## src/rtl/sfm_gate_gen_if.sv

```systemverilog
// Bus bundle for the SFM gate generator: timestep start, phase references,
// switching-function outputs and status.
interface sfm_gate_gen_if;
  localparam int unsigned SINGLE_W = 32;

  logic                sta;
  logic [SINGLE_W-1:0] ma_single;
  logic [SINGLE_W-1:0] mb_single;
  logic [SINGLE_W-1:0] mc_single;
  logic [SINGLE_W-1:0] g1_single;
  logic [SINGLE_W-1:0] g3_single;
  logic [SINGLE_W-1:0] g5_single;
  logic                done_INV_SFM_g;
  logic                sta_err;

  modport master (
    output sta, ma_single, mb_single, mc_single,
    input  g1_single, g3_single, g5_single, done_INV_SFM_g, sta_err
  );

  modport slave (
    input  sta, ma_single, mb_single, mc_single,
    output g1_single, g3_single, g5_single, done_INV_SFM_g, sta_err
  );
endinterface

```

## src/rtl/sfm_gate_gen.sv

```systemverilog
// Sine-triangle switching-function generator: compares three float references
// against a triangle carrier and emits 0.0/1.0 gate values once per timestep.
module sfm_gate_gen #(
  parameter int unsigned CARRIER_HALF = 100
) (
  input  logic          clk,
  input  logic          rst,
  input  logic          rst_user,
  sfm_gate_gen_if.slave bus
);

  localparam int unsigned SW     = 32;
  localparam int unsigned MQ_W   = 18;
  localparam int unsigned OFF_W  = MQ_W + 1;
  localparam int unsigned CNT_W  = 16;
  localparam int unsigned PROD_W = 40;
  localparam int unsigned NPH    = 3;

  localparam logic [SW-1:0]    F_ONE   = 32'h3F80_0000;
  localparam logic [CNT_W-1:0] CNT_TOP = CNT_W'(CARRIER_HALF);
  localparam logic [MQ_W-1:0]  MQ_FULL = MQ_W'(65536);
  localparam logic [OFF_W-1:0] MQ_OFF  = OFF_W'(65536);

  typedef enum logic [1:0] {IDLE, CONV, CMP, DONE} state_e;

  state_e            state_q, state_d;
  logic [CNT_W-1:0]  cnt_q, cnt_d;
  logic              dir_dn_q, dir_dn_d;
  logic [SW-1:0]     ref_q [NPH];
  logic [SW-1:0]     ref_d [NPH];
  logic [MQ_W-1:0]   mq_q  [NPH];
  logic [MQ_W-1:0]   mq_d  [NPH];
  logic [NPH-1:0]    g_q, g_d;
  logic              done_q, done_d;
  logic              err_q, err_d;

  // Float -> two's complement m*2^16, truncated toward zero, saturated to +/-2^16
  function automatic logic [MQ_W-1:0] to_fixed(input logic [SW-1:0] f);
    logic [7:0]      e;
    logic [23:0]     mant;
    logic [MQ_W-1:0] mag;
    e    = f[30:23];
    mant = {1'b1, f[22:0]};
    if (e >= 8'd127) begin
      mag = MQ_FULL;
    end else if (e < 8'd111) begin
      mag = '0;
    end else begin
      mag = MQ_W'(mant >> (8'd134 - e));
    end
    return f[31] ? (MQ_W'(0) - mag) : mag;
  endfunction

  // (m_q + 2^16) * CARRIER_HALF > cnt * 2^17; both sides non-negative
  function automatic logic gate(input logic [MQ_W-1:0] mq, input logic [CNT_W-1:0] cnt);
    logic [OFF_W-1:0]  off;
    logic [PROD_W-1:0] lhs;
    logic [PROD_W-1:0] rhs;
    off = {mq[MQ_W-1], mq} + MQ_OFF;
    lhs = PROD_W'(off) * PROD_W'(CARRIER_HALF);
    rhs = PROD_W'(cnt) << 17;
    return lhs > rhs;
  endfunction

  always_ff @(posedge clk) begin
    if (!rst) begin
      state_q  <= IDLE;
      cnt_q    <= '0;
      dir_dn_q <= 1'b0;
      g_q      <= '0;
      done_q   <= 1'b0;
      err_q    <= 1'b0;
      for (int i = 0; i < NPH; i++) begin
        ref_q[i] <= '0;
        mq_q[i]  <= '0;
      end
    end else begin
      state_q  <= state_d;
      cnt_q    <= cnt_d;
      dir_dn_q <= dir_dn_d;
      g_q      <= g_d;
      done_q   <= done_d;
      err_q    <= err_d;
      for (int i = 0; i < NPH; i++) begin
        ref_q[i] <= ref_d[i];
        mq_q[i]  <= mq_d[i];
      end
    end
  end

  always_comb begin
    state_d  = state_q;
    cnt_d    = cnt_q;
    dir_dn_d = dir_dn_q;
    g_d      = g_q;
    done_d   = 1'b0;
    err_d    = err_q;
    for (int i = 0; i < NPH; i++) begin
      ref_d[i] = ref_q[i];
      mq_d[i]  = mq_q[i];
    end

    if (bus.sta && (state_q != IDLE)) begin
      err_d = 1'b1;
    end

    unique case (state_q)
      IDLE: begin
        if (bus.sta) begin
          ref_d[0] = bus.ma_single;
          ref_d[1] = bus.mb_single;
          ref_d[2] = bus.mc_single;
          state_d  = CONV;
        end
      end
      CONV: begin
        for (int i = 0; i < NPH; i++) begin
          mq_d[i] = to_fixed(ref_q[i]);
        end
        state_d = CMP;
      end
      CMP: begin
        // Registered here so the new g values and the strobe appear during DONE
        for (int i = 0; i < NPH; i++) begin
          g_d[i] = gate(mq_q[i], cnt_q);
        end
        done_d  = 1'b1;
        state_d = DONE;
      end
      DONE: begin
        if (!dir_dn_q) begin
          cnt_d = cnt_q + CNT_W'(1);
          if (cnt_d == CNT_TOP) dir_dn_d = 1'b1;
        end else begin
          cnt_d = cnt_q - CNT_W'(1);
          if (cnt_d == '0) dir_dn_d = 1'b0;
        end
        state_d = IDLE;
      end
      default: state_d = IDLE;
    endcase

    // Carrier phase re-init overrides the DONE advance
    if (rst_user) begin
      cnt_d    = '0;
      dir_dn_d = 1'b0;
    end
  end

  assign bus.g1_single      = g_q[0] ? F_ONE : '0;
  assign bus.g3_single      = g_q[1] ? F_ONE : '0;
  assign bus.g5_single      = g_q[2] ? F_ONE : '0;
  assign bus.done_INV_SFM_g = done_q;
  assign bus.sta_err        = err_q;

endmodule

```

## src/flat_wrapper.sv

```systemverilog
// flat-port wrapper written by rule: the top's interface ports become plain ports
module sfm_gate_gen_flat 
#(
  parameter int unsigned CARRIER_HALF = 100
)
  (clk, rst, rst_user, bus_sta, bus_ma_single, bus_mb_single, bus_mc_single, bus_g1_single, bus_g3_single, bus_g5_single, bus_done_INV_SFM_g, bus_sta_err);
  sfm_gate_gen_if bus_i ();
  input  logic clk;
  input  logic rst;
  input  logic rst_user;
  input wire logic [$bits(bus_i.sta)-1:0] bus_sta;
  input wire logic [$bits(bus_i.ma_single)-1:0] bus_ma_single;
  input wire logic [$bits(bus_i.mb_single)-1:0] bus_mb_single;
  input wire logic [$bits(bus_i.mc_single)-1:0] bus_mc_single;
  output wire logic [$bits(bus_i.g1_single)-1:0] bus_g1_single;
  output wire logic [$bits(bus_i.g3_single)-1:0] bus_g3_single;
  output wire logic [$bits(bus_i.g5_single)-1:0] bus_g5_single;
  output wire logic [$bits(bus_i.done_INV_SFM_g)-1:0] bus_done_INV_SFM_g;
  output wire logic [$bits(bus_i.sta_err)-1:0] bus_sta_err;
  assign bus_i.sta = bus_sta;
  assign bus_i.ma_single = bus_ma_single;
  assign bus_i.mb_single = bus_mb_single;
  assign bus_i.mc_single = bus_mc_single;
  assign bus_g1_single = bus_i.g1_single;
  assign bus_g3_single = bus_i.g3_single;
  assign bus_g5_single = bus_i.g5_single;
  assign bus_done_INV_SFM_g = bus_i.done_INV_SFM_g;
  assign bus_sta_err = bus_i.sta_err;
  sfm_gate_gen #(.CARRIER_HALF(CARRIER_HALF)) u_core (.clk(clk), .rst(rst), .rst_user(rst_user), .bus(bus_i));
endmodule
```

## config.mk

```make
export PLATFORM = sky130hd
export DESIGN_NAME = sfm_gate_gen_flat
export DESIGN_NICKNAME = d
export VERILOG_FILES = /design/src/rtl/sfm_gate_gen_if.sv /design/src/rtl/sfm_gate_gen.sv /design/src/flat_wrapper.sv
export SDC_FILE = /design/constraint.sdc
export NUM_CORES = 1
export LEC_CHECK = 0
export CAP_MARGIN = 20
export CORE_MARGIN = 2
export CORE_UTILIZATION = 64
export DETAILED_ROUTE_END_ITERATION = 12
export PLACE_DENSITY = 0.95
export SLEW_MARGIN = 15
export SYNTH_ARGS = -nofsm -noshare
export SYNTH_HDL_FRONTEND = slang
export SYNTH_SLANG_ARGS = --single-unit
```

## constraint.sdc

```tcl
create_clock -name clk -period 10.6 [get_ports clk]
set_clock_uncertainty 0.1 [all_clocks]
set_input_delay 2.12 -clock clk [delete_from_list [all_inputs] [get_ports clk]]
set_output_delay 2.12 -clock clk [all_outputs]
set_load 0.05 [all_outputs]
```

==> impl_results.md, run 1 <==
* Clock Latency Late Sink at between 0.4 and 0.5 ns
* Post-route insts no fill at 2910
* Sequential element share of the synthesized area at 17.6%
* Wire per inst at 17.7 microns
* Tot Pwr at 3.62 mW
* Synthesized instance count at 2490
* Root Buffer: clkbuf_16
* Fin Setup TNS at 0 ns
* Pwr Density at roughly 170 nW/um^2
* Layout cells sized above 1 at just under 7%
* Final Util at between 60% and 70%
* Post-synth top flop: dfxtp_1
* Average vias per placed instance at 6.35
* Leakage at ~9.2 nW
* Crit path max fanout at 4
* Final period util at a little under three fifths
* Slew @ Worst Pin at between 1 and 1.5 ns
* Crit Reg-Reg Endpoint: u_core.g_q[1]
* Min Tclk post-route at between 6 and 7 ns
* Setup Fix Bufs, Post-CTS at 0
* Area delta synth->final at 7.69%
* CTS tree: done
* Final GP Congestion at about 0.96
* Worst R2R Start: u_core.mq_q[0][20]
* Beginning of the worst hold path: u_core.ref_q[0][0]
* Hold Crit Class: flip-flop to flip-flop
* Register-to-Register Path Depth at 21
* Total track usage at 30.9%
* Final WS setup at 4.56 ns
* Final Hold Viols at 0
* Antenna violation net count after detailed routing at 0
* Core Footprint at 30500 sq um
* Dpl hpwl at roughly 38000 microns
* Sink Count at about 170
* Hold Crit Depth at 2
* Total number of vias at about 18000
* CTS Buf Count at 17
* CP arrival at roughly 6.3 ns
* Die Wd at ~180 microns
* Max VDD drop at ~0.00014 V
* Synth Area per Inst at between 7 and 8 sq um
* Dpl ws at slightly below 5 ns
* PortBufs at between 100 and 150
* Fin area at about 21000 sq um
* DRC at 0
* Worst-path clk slew at approximately 0.090 ns
* Fill cells at roughly 2200
* Critical Path Slowest Stage Cell: or4b_2
* Final net count at between 2000 and 3000
* Register area at approximately 3500 sq um
* RSZ-0062 raised after global routing: no
* GRT overflow at 0
* Die area at roughly 32000 sq um
* Worst Setup Path Type: flip-flop to flip-flop
* Die H at between 150 and 200 microns
* R2R Setup Slk at about 4.6 ns
* Final hold slack at 0.371 ns
* Top Ports at around 200
* Post-DP Area at 20700 sq um
* Synth unique cells at 96
* Initial antenna violation count at 0
* Clk buf depth at 2
* Slew headroom at between 20 and 30%
* First-pass GRT wire length at 85200 microns
* Top cell family by delay on the critical path: compound AO/OA/AOI/OAI gates
* Initial Util at around two thirds
* H-tree levels at 4
* Row cnt at 64
* Synth warn at 0
* Final WL at around 52000 microns
* Maxcap violations at 0
* Most frequent cell on the critical path: ha_1
* Crit. End Element: flip-flop
* Hold worst-path end: u_core.ref_q[0][0]
* Mapped Area at approximately 20000 sq um
* # setup viols final at 0
* Post-synthesis sequential element count at between 150 and 200
* Footprint of the multi-input gates at around 14000 sq um
* Startpoint types: flip-flop
* Drt pass-1 iters at 8
* Cts hold-fix bufs at 0
* Largest net degree at the start of global routing at between 90 and 100
* Diodes inserted at 0
* Vias in the first global route at roughly 18000
* Crit-path max cell delay at roughly 0.62 ns
* Cts repair resizes at 0
* Max Clk Rate at about 170 MHz
* Number of enable flip-flop cells after synthesis at 0
* Placed cells at ~2900
* CP cell instances: ha_1 > ha_1 > fa_1 > ha_1 > a21o_1 > a21oi_1 > o21ba_2 > o21ai_0 > a41oi_1 > o31ai_1 > o41a_1 > or4b_2 > nand3_1 > ha_1 > inv_1 > a211oi_1 > nand3_1 > nor4_1 > nand3_1 > a2111oi_0 > a31oi_1
* Status: finished clean
* Initial DRC count at 2147
* FFs w/ async S/R, synth at 0%
* Worst path required time at about 11 ns
* Final Max Tran Viols at 0
* Critical path buffer and inverter count at 1
==> power breakdown <==
| group | leakage, nW | switching (mW) | internal [mW] |
|---|---|---|---|
| sequential | 1.42 | 0.194 | 0.767 |
| combinational | 7.48 | 1.21 | 0.759 |
| clock | 0.304 | 0.315 | 0.380 |
| total | 9.21 | 1.71 | 1.91 |
==> kinds of logic after synthesis <==
logic type	share of synthesized area, %
mux	10.6
xor+xnor	5.54
fa+ha+maj	18.6
compound gates	18.3
flops	17.6
buf+inv	10.8
simple gates	18.6
other cells	0.0190
==> synthesized netlist by cell type (23+ instances only) <==
master    number  area [sq um]
mux2_2        26           293
fa_1          42           841
o21ai_0       93           465
buf_4         94           706
mux2i_1       56           561
xor2_1        46           403
nor2_1       121           454
nor3_1        54           270
buf_2         32           160
o211ai_1      23           173
inv_1        229           860
nand4_1       29           181
ha_1         226          2830
nand2_1      360          1350
mux4_2        55          1240
a21oi_1      186           931
xnor2_1       74           648
a211oi_1      34           255
dfxtp_1      174          3480
clkbuf_1      86           323
nand3_1       59           295
==> per-layer routing <==
layer | track usage (%) | routed length, microns | vias to the layer above
met5 | 0 | 0 | -
met4 | 13.6 | 1800 | 0
met3 | 4.56 | 3610 | 170
met2 | 51.8 | 24700 | 907
met1 | 39.6 | 21400 | 8717
li1 | - | - | 8674
==> state kept, by name, indices dropped and copies added (netlist names) <==
name	cells
u_core.ref_q	96
u_core.mq_q	54
u_core.bus.sta_err	1
u_core.state_q	2
u_core.bus.done_INV_SFM_g	1
u_core.cnt_q	16
u_core.g_q	3
u_core.dir_dn_q	1
==> final cells by class <==
class / instances / area share, %
Multi-Input combinational cell: 1936 / 67.9
Sequential cell: 174 / 16.4
Timing Repair Buffer: 140 / 6.37
Inverter: 232 / 4.10
Tap cell: 396 / 2.33
Clock buffer: 17 / 2.00
Clock inverter: 15 / 0.946
==> cell usage in the layout (no fill, tap or decap), types with 23 or more instances in the layout <==
master / count
conb_1: 75
mux4_2: 55
xor2_1: 46
nand2_1: 359
a21oi_1: 186
clkdlybuf4s50_1: 122
nor3_1: 54
ha_1: 225
xnor2_1: 73
nand4_1: 29
mux2i_1: 56
o21ai_0: 93
a211oi_1: 34
inv_1: 229
mux2_2: 26
o211ai_1: 23
dfxtp_1: 171
nand3_1: 59
fa_1: 42
nor2_1: 121
==> worst reg2reg max path, cell delays in order (launching register included) <==
cell and delay (ns):
dfxtp_1 0.42, ha_1 0.27, ha_1 0.31, fa_1 0.46
ha_1 0.35, a21o_1 0.20, a21oi_1 0.24, o21ba_2 0.18
o21ai_0 0.15, a41oi_1 0.32, o31ai_1 0.13, o41a_1 0.38
or4b_2 0.62, nand3_1 0.10, ha_1 0.14, inv_1 0.05
a211oi_1 0.24, nand3_1 0.14, nor4_1 0.49, nand3_1 0.14
a2111oi_0 0.34, a31oi_1 0.14
==> worst max-delay path by stage <==
stage	start	endpoint	slack [ns]	cells past startpoint
after detailed placement	u_core.mq_q[0][5]	u_core.g_q[0]	4.84	23
after CTS	u_core.mq_q[0][20]	u_core.g_q[1]	4.73	21
after global placement	u_core.mq_q[0][5]	u_core.g_q[0]	5.03	23
final	u_core.mq_q[0][20]	u_core.g_q[1]	4.56	21
after floorplan	u_core.mq_q[0][4]	u_core.g_q[0]	5.36	23
after global routing	u_core.mq_q[0][20]	u_core.g_q[1]	4.24	21
Power figures use the tool's default switching activity.
==> run 2: changes to the inputs <==
--- a/config.mk
+++ b/config.mk
@@ -7,9 +7,9 @@
 export LEC_CHECK = 0
 export CAP_MARGIN = 20
 export CORE_MARGIN = 2
-export CORE_UTILIZATION = 64
+export CORE_UTILIZATION = 60
 export DETAILED_ROUTE_END_ITERATION = 12
-export PLACE_DENSITY = 0.95
+export PLACE_DENSITY = 0.91
 export SLEW_MARGIN = 15
 export SYNTH_ARGS = -nofsm -noshare
 export SYNTH_HDL_FRONTEND = slang
==> constraint.sdc (replaced) <==
create_clock -name clk -period 6 [get_ports clk]
set_clock_uncertainty 0.1 [all_clocks]
set_input_delay 1.2 -clock clk [delete_from_list [all_inputs] [get_ports clk]]
set_output_delay 1.2 -clock clk [all_outputs]
set_load 0.05 [all_outputs]
==> impl_results.md, run 2 (synthesis gave the netlist of run 1 again) <==
* Status: finished clean (unchanged)
* Fin Setup TNS at 0 ns (unchanged)
* Fill cells at 2642 (was 2246)
* Setup Fix Bufs, Post-CTS at 0 (unchanged)
* Largest register FFs at 96 (unchanged)
* CP arrival at 5.91 ns (was 6.29 ns)
* H-tree levels at 4 (unchanged)
* Clk buf depth at 2 (unchanged)
* Sink Count at 174 (unchanged)
* CTS Buf Count at 17 (unchanged)
* Top cell family by delay on the critical path: compound AO/OA/AOI/OAI gates (unchanged)
* Row cnt at 66 (was 64)
* Regs by FF count: u_core.ref_q x96, u_core.mq_q x54, u_core.cnt_q x16 (unchanged)
* # setup viols final at 0 (unchanged)
* Core Footprint at 32500 sq um (was 30500 sq um)
* Area delta synth->final at 8.05% (was 7.69%)
* Worst path required time at 6.26 ns (was 10.85 ns)
* Diodes inserted at 0 (unchanged)
* Largest net degree at the start of global routing at 100 (was 97)
* Final period util at 94.1% (was 57.0%)
* Final Max Tran Viols at 0 (unchanged)
* Cts hold-fix bufs at 0 (unchanged)
* Die H at 186 microns (was 180 microns)
* Dpl hpwl at 38200 microns (was 38000 microns)
* Slew headroom at 27.7% (was 27.9%)
* Leakage at 9.20 nW (was 9.21 nW)
* Crit path max fanout at 4 (unchanged)
* Final net count at 2872 (was 2869)
* Die area at 34400 sq um (was 32300 sq um)
* Slew @ Worst Pin at 1.08 ns (was 1.07 ns)
* Initial Util at 60.8% (was 64.8%)
* Antenna violation net count after detailed routing at 0 (unchanged)
* Critical Path Slowest Stage Cell: fa_1 (was or4b_2)
* Post-DP Area at 20700 sq um (about the same)
* Worst-path clk slew at 0.07 ns (was 0.09 ns)
* Worst Setup Path Type: flip-flop to flip-flop (unchanged)
* Total number of vias at 18100 (was 18500)
* Top Ports at 198 (unchanged)
* Final WL at 50200 microns (was 51500 microns)
* Max Clk Rate at 177 MHz (was 166 MHz)
* Initial antenna violation count at 0 (unchanged)
* Wire per inst at 17.0 microns (was 17.7 microns)
* Leading cell type in the layout, fill and taps excluded: nand2_1 (unchanged)
* Crit. End Element: flip-flop (unchanged)
* Total track usage at 29.3% (was 30.9%)
* Tot Pwr at 6.31 mW (was 3.62 mW)
* PortBufs at 122 (unchanged)
* Placed cells at 2927 (was 2878)
* Fin area at 21400 sq um (was 21300 sq um)
* Die Wd at 186 microns (was 180 microns)
* Layout cells sized above 1 at 6.95% (was 6.72%)
* DRC at 0 (unchanged)
* Initial DRC count at 2211 (was 2147)
* Final GP Congestion at 0.954 (was 0.964)
* Most frequent cell on the critical path: ha_1 (unchanged)
* Startpoint types: flip-flop (unchanged)
* Hold Crit Class: flip-flop to flip-flop (unchanged)
* Average vias per placed instance at 6.11 (was 6.35)
* Commonest non-fill, non-tap cells in the layout: nand2_1, inv_1, ha_1, a21oi_1, dfxtp_1 (unchanged)
* Max VDD drop at 0.000239 V (was 0.000136 V)
* Maxcap violations at 0 (unchanged)
* Biggest register: u_core.ref_q (unchanged)
* Clock Latency Late Sink at 0.47 ns (was 0.46 ns)
* Crit-path max cell delay at 0.50 ns (was 0.62 ns)
* Pwr Density at 295 nW/um^2 (was 170 nW/um^2)
* Vias in the first global route at 17300 (was 17800)
* Drt pass-1 iters at 6 (was 8)
* GRT overflow at 0 (unchanged)
* Final Hold Viols at 0 (unchanged)
* CP cell instances: ha_1 > ha_1 > inv_1 > fa_1 > inv_1 > ha_1 > o21ai_0 > nor2_1 > nand4_1 > a31oi_1 > a41oi_1 > a211oi_1 > a211oi_1 > a21oi_1 > xnor2_1 > ha_1 > nand4b_1 > nor4_2 > o221ai_1 > a2111oi_1 > a41o_1 > a21oi_1 > o21a_1 (was ha_1 > ha_1 > fa_1 > ha_1 > a21o_1 > a21oi_1 > o21ba_2 > o21ai_0 > a41oi_1 > o31ai_1 > o41a_1 > or4b_2 > nand3_1 > ha_1 > inv_1 > a211oi_1 > nand3_1 > nor4_1 > nand3_1 > a2111oi_0 > a31oi_1)
* Post-route insts no fill at 2959 (was 2910)
* Min Tclk post-route at 5.65 ns (was 6.04 ns)
* Critical path buffer and inverter count at 2 (was 1)
* First-pass GRT wire length at 83400 microns (was 85200 microns)
* Cts repair resizes at 0 (unchanged)
* CTS tree: done (unchanged)
* Root Buffer: clkbuf_16 (unchanged)
run 2: changes by cell type in the layout (fill, tap and decap cells not counted), moves of 2 or more:
cell,before,now
clkinvlp_4,2,4
bufinv_16,3,1
buf_4,18,21
a2111oi_0,7,4
a2111oi_1,0,2
run 2: worst paths after layout:
kind	start	endpoint	slack (ns)	cells past startpoint
setup / recovery	u_core.mq_q[0][40]	u_core.g_q[2]	0.35	23
hold / removal	u_core.ref_q[0][1]	u_core.ref_q[0][1]	0.36	2
setup reg to reg	u_core.mq_q[0][40]	u_core.g_q[2]	0.35	23
hold reg to reg	u_core.ref_q[0][1]	u_core.ref_q[0][1]	0.36	2
run 2: cell type report:
cell class | count | area (sq um) | share of cell area (%)
Clock buffer | 17 | 425 | 1.99
Clock inverter | 15 | 170 | 0.796
Inverter | 232 | 873 | 4.09
Timing Repair Buffer | 143 | 1380 | 6.45
Multi-Input combinational cell | 1936 | 14500 | 67.8
Tap cell | 442 | 553 | 2.59
Sequential cell | 174 | 3490 | 16.3
run 2: through the flow:
step | utilization, % | hold WS (ns) | worst slack, ns
after CTS | 65.6 | 0.357 | 0.213
after detailed placement | 63.8 | 0.345 | 0.236
final | 65.7 | 0.357 | 0.351
after global placement | 63.8 | 0.347 | 0.438
after floorplan | - | 0.333 | 0.759
after global routing | 65.7 | 0.383 | -0.0265
run 2: worst reg2reg max path: cells and delay by family (launching register included):
kind	cells	cell delay (ns)
flops	1	0.41
fa+ha+maj	5	1.70
simple gates	4	0.75
xor+xnor	1	0.10
buf+inv	2	0.09
compound gates	11	2.40
run 2: metal layers:
| metal | vias up | part of all wire [%] | GRT usage (%) | wire length (microns) |
|---|---|---|---|---|
| li1 | 8686 | - | - | - |
| met1 | 8497 | 42 | 38.0 | 21100 |
| met2 | 788 | 48 | 49.9 | 24200 |
| met5 | - | 0 | 0 | 0 |
| met4 | 0 | 2.5 | 10.0 | 1270 |
| met3 | 105 | 7.2 | 4.30 | 3590 |
run 2: power by group:
| part | leakage, nW | total, mW | internal, mW | switching, mW |
|---|---|---|---|---|
| combinational | 7.50 | 3.47 | 1.35 | 2.12 |
| sequential | 1.42 | 1.69 | 1.35 | 0.333 |
| clock | 0.281 | 1.15 | 0.594 | 0.560 |
| total | 9.20 | 6.31 | 3.29 | 3.01 |
